--- config.mk ---
export PLATFORM = sky130hd
export DESIGN_NAME = hsem_lock
export DESIGN_NICKNAME = d
export VERILOG_FILES = /design/src/rtl/hsem_lock.sv
export SDC_FILE = /design/constraint.sdc
export NUM_CORES = 1
export LEC_CHECK = 0
export CAP_MARGIN = 10
export CORE_ASPECT_RATIO = 1.5
export CORE_MARGIN = 10
export CORE_UTILIZATION = 49
export CTS_BUF_LIST = sky130_fd_sc_hd__clkbuf_2
export CTS_CLUSTER_SIZE = 40
export DETAILED_ROUTE_END_ITERATION = 12
export PLACE_DENSITY = 0.88
export SKIP_LAST_GASP = 1
export SYNTH_ARGS = -nofsm -noshare
export SYNTH_HDL_FRONTEND = slang
export SYNTH_SLANG_ARGS = --single-unit
--- constraint.sdc ---
create_clock -name hclk -period 2.1 [get_ports hclk]
set_input_delay 0.21 -clock hclk [delete_from_list [all_inputs] [get_ports hclk]]
set_output_delay 0.21 -clock hclk [all_outputs]
set_load 0.05 [all_outputs]
--- src/rtl/hsem_lock.sv ---
// Hardware semaphore block shared by two cores.
// Each core issues lock/unlock requests against an indexed semaphore and gets a
// registered response one cycle later. A core that finds a semaphore busy is
// marked pending and is notified when the owner releases it.
// Ports:
//   hclk, hreset                 clock, asynchronous active-high reset
//   req_x, cmd_x, sem_id_x       request strobe, 1=lock/0=unlock, semaphore index
//   resp_vld_x, resp_ok_x        one-cycle response strobe and success flag
//   semerr_x                     error code, valid only with resp_vld_x
//   notify_x                     one-cycle pulse: awaited semaphore was released
//   lock_stat, owner_stat        per-semaphore locked flag and owning core
module hsem_lock #(
    parameter int unsigned SEM_NUM = 8,
    parameter int unsigned ID_W    = 4
) (
    input  logic               hclk,
    input  logic               hreset,
    input  logic               req_0,
    input  logic               cmd_0,
    input  logic [ID_W-1:0]    sem_id_0,
    input  logic               req_1,
    input  logic               cmd_1,
    input  logic [ID_W-1:0]    sem_id_1,
    output logic               resp_vld_0,
    output logic               resp_ok_0,
    output logic [31:0]        semerr_0,
    output logic               notify_0,
    output logic               resp_vld_1,
    output logic               resp_ok_1,
    output logic [31:0]        semerr_1,
    output logic               notify_1,
    output logic [SEM_NUM-1:0] lock_stat,
    output logic [SEM_NUM-1:0] owner_stat
);

    localparam int unsigned IDX_N     = 1 << ID_W;
    localparam logic [31:0] ERR_NONE  = 32'h0;
    localparam logic [31:0] ERR_OWN   = 32'h1;
    localparam logic [31:0] ERR_FREE  = 32'h2;
    localparam logic [31:0] ERR_OTHER = 32'h4;
    localparam logic [31:0] ERR_RANGE = 32'h8;

    logic [SEM_NUM-1:0] locked_q, owner_q, pend0_q, pend1_q;
    logic [SEM_NUM-1:0] locked_d, owner_d, pend0_d, pend1_d;
    logic               rr_q, rr_d;

    // State widened to the full index space so any sem_id can be looked up safely.
    logic [IDX_N-1:0] locked_p, owner_p, pend0_p, pend1_p;
    assign locked_p = IDX_N'(locked_q);
    assign owner_p  = IDX_N'(owner_q);
    assign pend0_p  = IDX_N'(pend0_q);
    assign pend1_p  = IDX_N'(pend1_q);

    logic valid_0, valid_1, lk_0, lk_1, ul_0, ul_1, same_id, contend;
    logic free_0, free_1, mine_0, mine_1, theirs_0, theirs_1;
    logic grant_0, grant_1, busy_0, busy_1, rel_0, rel_1;
    logic notify_0_c, notify_1_c;
    logic [31:0] err_0_c, err_1_c;

    // Request decode, evaluated against state at the start of the cycle.
    always_comb begin
        valid_0  = sem_id_0 < ID_W'(SEM_NUM);
        valid_1  = sem_id_1 < ID_W'(SEM_NUM);
        lk_0     = req_0 & cmd_0 & valid_0;
        lk_1     = req_1 & cmd_1 & valid_1;
        ul_0     = req_0 & ~cmd_0 & valid_0;
        ul_1     = req_1 & ~cmd_1 & valid_1;
        same_id  = sem_id_0 == sem_id_1;
        free_0   = ~locked_p[sem_id_0];
        free_1   = ~locked_p[sem_id_1];
        mine_0   = locked_p[sem_id_0] & ~owner_p[sem_id_0];
        theirs_0 = locked_p[sem_id_0] &  owner_p[sem_id_0];
        mine_1   = locked_p[sem_id_1] &  owner_p[sem_id_1];
        theirs_1 = locked_p[sem_id_1] & ~owner_p[sem_id_1];
        // Both cores grabbing the same free semaphore: rr picks the winner.
        contend  = lk_0 & lk_1 & same_id & free_0;
        grant_0  = lk_0 & free_0 & ~(contend &  rr_q);
        grant_1  = lk_1 & free_1 & ~(contend & ~rr_q);
        busy_0   = lk_0 & ~mine_0 & ~grant_0;
        busy_1   = lk_1 & ~mine_1 & ~grant_1;
        rel_0    = ul_0 & mine_0;
        rel_1    = ul_1 & mine_1;
        // A waiter becoming pending in this same cycle is notified immediately.
        notify_1_c = rel_0 & (pend1_p[sem_id_0] | (busy_1 & same_id));
        notify_0_c = rel_1 & (pend0_p[sem_id_1] | (busy_0 & same_id));

        err_0_c = ERR_NONE;
        if (req_0) begin
            if (!valid_0)                err_0_c = ERR_RANGE;
            else if (lk_0 && mine_0)     err_0_c = ERR_OWN;
            else if (ul_0 && free_0)     err_0_c = ERR_FREE;
            else if (ul_0 && theirs_0)   err_0_c = ERR_OTHER;
        end
        err_1_c = ERR_NONE;
        if (req_1) begin
            if (!valid_1)                err_1_c = ERR_RANGE;
            else if (lk_1 && mine_1)     err_1_c = ERR_OWN;
            else if (ul_1 && free_1)     err_1_c = ERR_FREE;
            else if (ul_1 && theirs_1)   err_1_c = ERR_OTHER;
        end
    end

    // Per-semaphore next state; a release clears a pending bit set in the same cycle.
    always_comb begin
        locked_d = locked_q;
        owner_d  = owner_q;
        pend0_d  = pend0_q;
        pend1_d  = pend1_q;
        rr_d     = contend ? ~rr_q : rr_q;
        for (int unsigned n = 0; n < SEM_NUM; n++) begin
            if (busy_0 && sem_id_0 == ID_W'(n)) pend0_d[n] = 1'b1;
            if (busy_1 && sem_id_1 == ID_W'(n)) pend1_d[n] = 1'b1;
            if ((rel_0 && sem_id_0 == ID_W'(n)) || (rel_1 && sem_id_1 == ID_W'(n))) begin
                locked_d[n] = 1'b0;
                owner_d[n]  = 1'b0;
                pend0_d[n]  = 1'b0;
                pend1_d[n]  = 1'b0;
            end
            if (grant_0 && sem_id_0 == ID_W'(n)) begin
                locked_d[n] = 1'b1;
                owner_d[n]  = 1'b0;
                pend0_d[n]  = 1'b0;
            end
            if (grant_1 && sem_id_1 == ID_W'(n)) begin
                locked_d[n] = 1'b1;
                owner_d[n]  = 1'b1;
                pend1_d[n]  = 1'b0;
            end
        end
    end

    // Semaphore state and registered responses.
    always_ff @(posedge hclk or posedge hreset) begin
        if (hreset) begin
            locked_q   <= '0;
            owner_q    <= '0;
            pend0_q    <= '0;
            pend1_q    <= '0;
            rr_q       <= 1'b0;
            resp_vld_0 <= 1'b0;
            resp_ok_0  <= 1'b0;
            semerr_0   <= 32'h0;
            notify_0   <= 1'b0;
            resp_vld_1 <= 1'b0;
            resp_ok_1  <= 1'b0;
            semerr_1   <= 32'h0;
            notify_1   <= 1'b0;
        end else begin
            locked_q   <= locked_d;
            owner_q    <= owner_d;
            pend0_q    <= pend0_d;
            pend1_q    <= pend1_d;
            rr_q       <= rr_d;
            resp_vld_0 <= req_0;
            resp_ok_0  <= grant_0 | rel_0;
            semerr_0   <= err_0_c;
            notify_0   <= notify_0_c;
            resp_vld_1 <= req_1;
            resp_ok_1  <= grant_1 | rel_1;
            semerr_1   <= err_1_c;
            notify_1   <= notify_1_c;
        end
    end

    assign lock_stat  = locked_q;
    assign owner_stat = owner_q;

endmodule

==> results by group <==
Route
  – DRT iter0 DRCs: 203
  – WL/cell: 19.88 um
  – Met3 wire length: 900 um
  – DRC Markers: 0
  – Detailed-router iteration count before antenna repair: 5
  – DR vias/cell: 5.843
  – Uppermost layer routed: met4
  – Vias: 2933
  – Met1 WL: 3.453 mm
  – Antenna-violating nets left: 0
  – Routed wire length: 9.978 mm
  – Routed wl met2: 5.045 mm

Power
  – Overall Power: 3.022 mW
  – Leak: 1.931 nW
  – PD cells: 734.0 nW/um^2
  – Peak VDD IR: 0.0003888 V

Floorplanning
  – Full die area: 10530 um^2
  – Initial core utilization: 50.80%
  – I/O pin cnt: 100
  – Die extent in x: 87.19 um
  – Core Region: 6531 um^2
  – Chip height: 120.8 um
  – Num rows: 36

Yosys
  – Yosys reg bits: 47
  – Synth top area cells: dfrtp_1 (35%), buf_4 (13%), mux4_2 (6.8%)
  – Register area share after synthesis: 35.44%
  – Post-synth EDFFs: 0
  – Share of the synthesized area in the top cell type: 35.44%
  – FFs w/ async S/R, synth: 100.0%
  – Synth area leader: dfrtp_1
  – Most common cell in the synthesized netlist: buf_4
  – Synthesized area per cell: 10.12 um^2
  – Syn Inst Count: 328
  – Yosys cell types: 50
  – Number of synthesis warnings: 0
  – Synth Flop Type: dfrtp_1
  – Commonest cells post-synth: buf_4 (56), dfrtp_1 (47), nand2_1 (23), nor2_1 (17), nand2b_1 (16)
  – Mapped cell area: 3318 um^2

STA
  – Clock Skew: 0.02091 ns
  – Setup WS post-layout: -0.01625 ns
  – Part of the cycle the worst path needs: 100.8%
  – Worst-margin pin slew: 0.5168 ns
  – Rel. slew slack: 65.44%
  – Final number of hold-violating endpoints: 0
  – Tmin final: 2.116 ns
  – Final setup vio count: 2
  – RSZ-0062 raised after global routing: yes
  – Count of pins over their slew limit: 0
  – Fmax: 472.5 MHz

Setup path
  – Crit path max-delay cell type: clkdlybuf4s50_1
  – Worst R2R End: pend0_q[2]$_DFFE_PP0P_
  – Crit path kind: in2reg
  – Max incr delay on CP: 0.58 ns
  – Startpoint Class: primary input
  – Worst-path maximum fanout: 11
  – Worst path required time: 2.42 ns
  – Worst r2r src: lock_stat[4]$_DFFE_PP0P_
  – Crit path DAT: 2.44 ns
  – Worst path cell trace: clkdlybuf4s50_1 -> buf_12 -> mux2_4 -> a2bb2oi_1 -> a211oi_2 -> nand3b_4 -> nor2b_1 -> a221o_1
  – Reg2Reg Depth: 7
  – Reg2Reg Setup Slack: 0.01 ns
  – Crit. End Element: flop

Layout
  – Multi-input logic area: 1809 um^2
  – Post-layout util: 63.05%
  – FILL cells: 526
  – Final-stage net count: 438
  – Share of cells above drive strength 1: 26.82%
  – Non-filler cells, final: 502
  – Area Growth Syn to Fin: 24.10%
  – Total area of sequential cells: 1181 um^2

Clocking
  – Root Buffer: clkbuf_2
  – Clk sink count: 47
  – Setup Fix Bufs, Post-CTS: 0
  – Worst-Skew Late Latency: 0.43 ns
  – CTS tree: yes
  – Number of buffers created by CTS: 5
  – Hold Buf Count CTS: 0
  – H-tree Lvls: 2
  – CTS max path bufs: 2
  – Post-CTS resize count: 0
  – Clk pin slew, worst setup/hold paths: 0.24 ns

Placement
  – Detailed placement HPWL: 7.830 mm
  – GP Congestion: 0.9496
  – Setup WS pre-CTS: -0.3992 ns
  – Cells after DPL: 493
  – Buffers on Ports: 43

GRT
  – Antenna violations before repair: 1
  – Tot GR Track Use: 18.32%
  – Largest net degree at the start of global routing: 48
  – First-pass GRT wire length: 15.41 mm
  – Global route total overflow: 0
  – Number of global-route vias before repair: 3159

Job
  – Max_cap viols: 0

Hold path
  – Type of the tightest min-delay check: in2async

Run status
  – Outcome: finished, violations left
  – Failing checks: setup timing
==> cell families after synthesis <==
group	synth area share, %
simple gates	20.78
buf+inv	16.48
compound gates	15.20
flops	35.45
mux	10.26
xor+xnor	1.735
other cells	0.1130
==> metal layers <==
| metal | vias to the layer above | global-route usage, % |
|---|---|---|
| li1 | 1273 | - |
| met3 | 56 | 4.704 |
| met5 | - | 0 |
| met1 | 1415 | 18.35 |
| met2 | 189 | 31.57 |
| met4 | 0 | 13.30 |
==> flip-flops by register name, summed over array words and instances (netlist names) <==
register,cells
resp_ok_1,1
resp_ok_0,1
rr_q,1
owner_stat,8
lock_stat,8
pend1_q,8
resp_vld_0,1
pend0_q,8
semerr_1,4
semerr_0,4
notify_1,1
notify_0,1
resp_vld_1,1
==> area by class of cell <==
class                           instances  share of cell area, %
Multi-Input combinational cell        258                  43.94
Sequential cell                        47                  28.68
Timing Repair Buffer                  107                  23.58
Tap cell                               76                  2.309
Clock buffer                            8                 0.9723
Inverter                                5                 0.4558
Antenna cell                            1                0.06077
==> layout by cell type (no fill, tap or decap), types with 4 or more instances in the layout <==
cell              n
a21oi_1          11
a221o_1           8
a31o_2            7
a32oi_1           8
buf_12            4
buf_4            60
clkbuf_2          8
clkdlybuf4s50_1  39
conb_1           56
dfrtp_1          43
dfrtp_2           4
dlymetal6s2s_1    4
inv_1             4
mux2i_1          10
mux4_2           10
nand2_1          23
nand2b_1         16
nand3_1           6
nor2_1           17
nor2b_1          11
nor3_1           10
nor3_2            5
nor3b_1           9
nor4_2            4
o211a_1           8
o21ai_0           4
==> power by group <==
part | internal (mW) | switching (mW) | total (mW)
combinational | 0.551 | 0.936 | 1.49
clock | 0.0979 | 0.291 | 0.389
sequential | 1.03 | 0.120 | 1.15
total | 1.68 | 1.35 | 3.02
==> worst max-delay path, delay by kind of cell <==
| family | cells | cell delay (ns) |
|---|---|---|
| AND/OR/NAND/NOR | 2 | 0.40 |
| AO/OA/AOI/OAI | 3 | 0.76 |
| buffers and inverters | 2 | 0.76 |
| multiplexers | 1 | 0.30 |
==> through the flow <==
| stage | TNS [ns] | instance area, um^2 | hold WS (ns) |
|---|---|---|---|
| 3_5_place_dp | -12.15 | 4056 | 0.5124 |
| 4_1_cts | 0 | 4096 | 0.1089 |
| 2_1_floorplan | 0 | 3528 | 0.2414 |
| 6_report | -0.02828 | 4118 | 0.09965 |
| 5_1_grt | -0.1849 | 4118 | 0.1242 |
| 3_3_place_gp | -10.83 | 4056 | 0.5053 |
==> worst max path at each step <==
stage,from,end,slack [ns],cells past startpoint
floorplan,owner_stat[0]$_DFFE_PP0P_,pend0_q[1]$_DFFE_PP0P_,0.0001,7
global placement,sem_id_0[1],owner_stat[2]$_DFFE_PP0P_,-0.38,9
detailed placement,sem_id_0[1],owner_stat[4]$_DFFE_PP0P_,-0.40,9
CTS,lock_stat[6]$_DFFE_PP0P_,lock_stat[6],0.04,2
global route,sem_id_0[1],lock_stat[4]$_DFFE_PP0P_,-0.06,8
finish,sem_id_0[1],lock_stat[4]$_DFFE_PP0P_,-0.02,8
(Power assumes the default switching activity.)
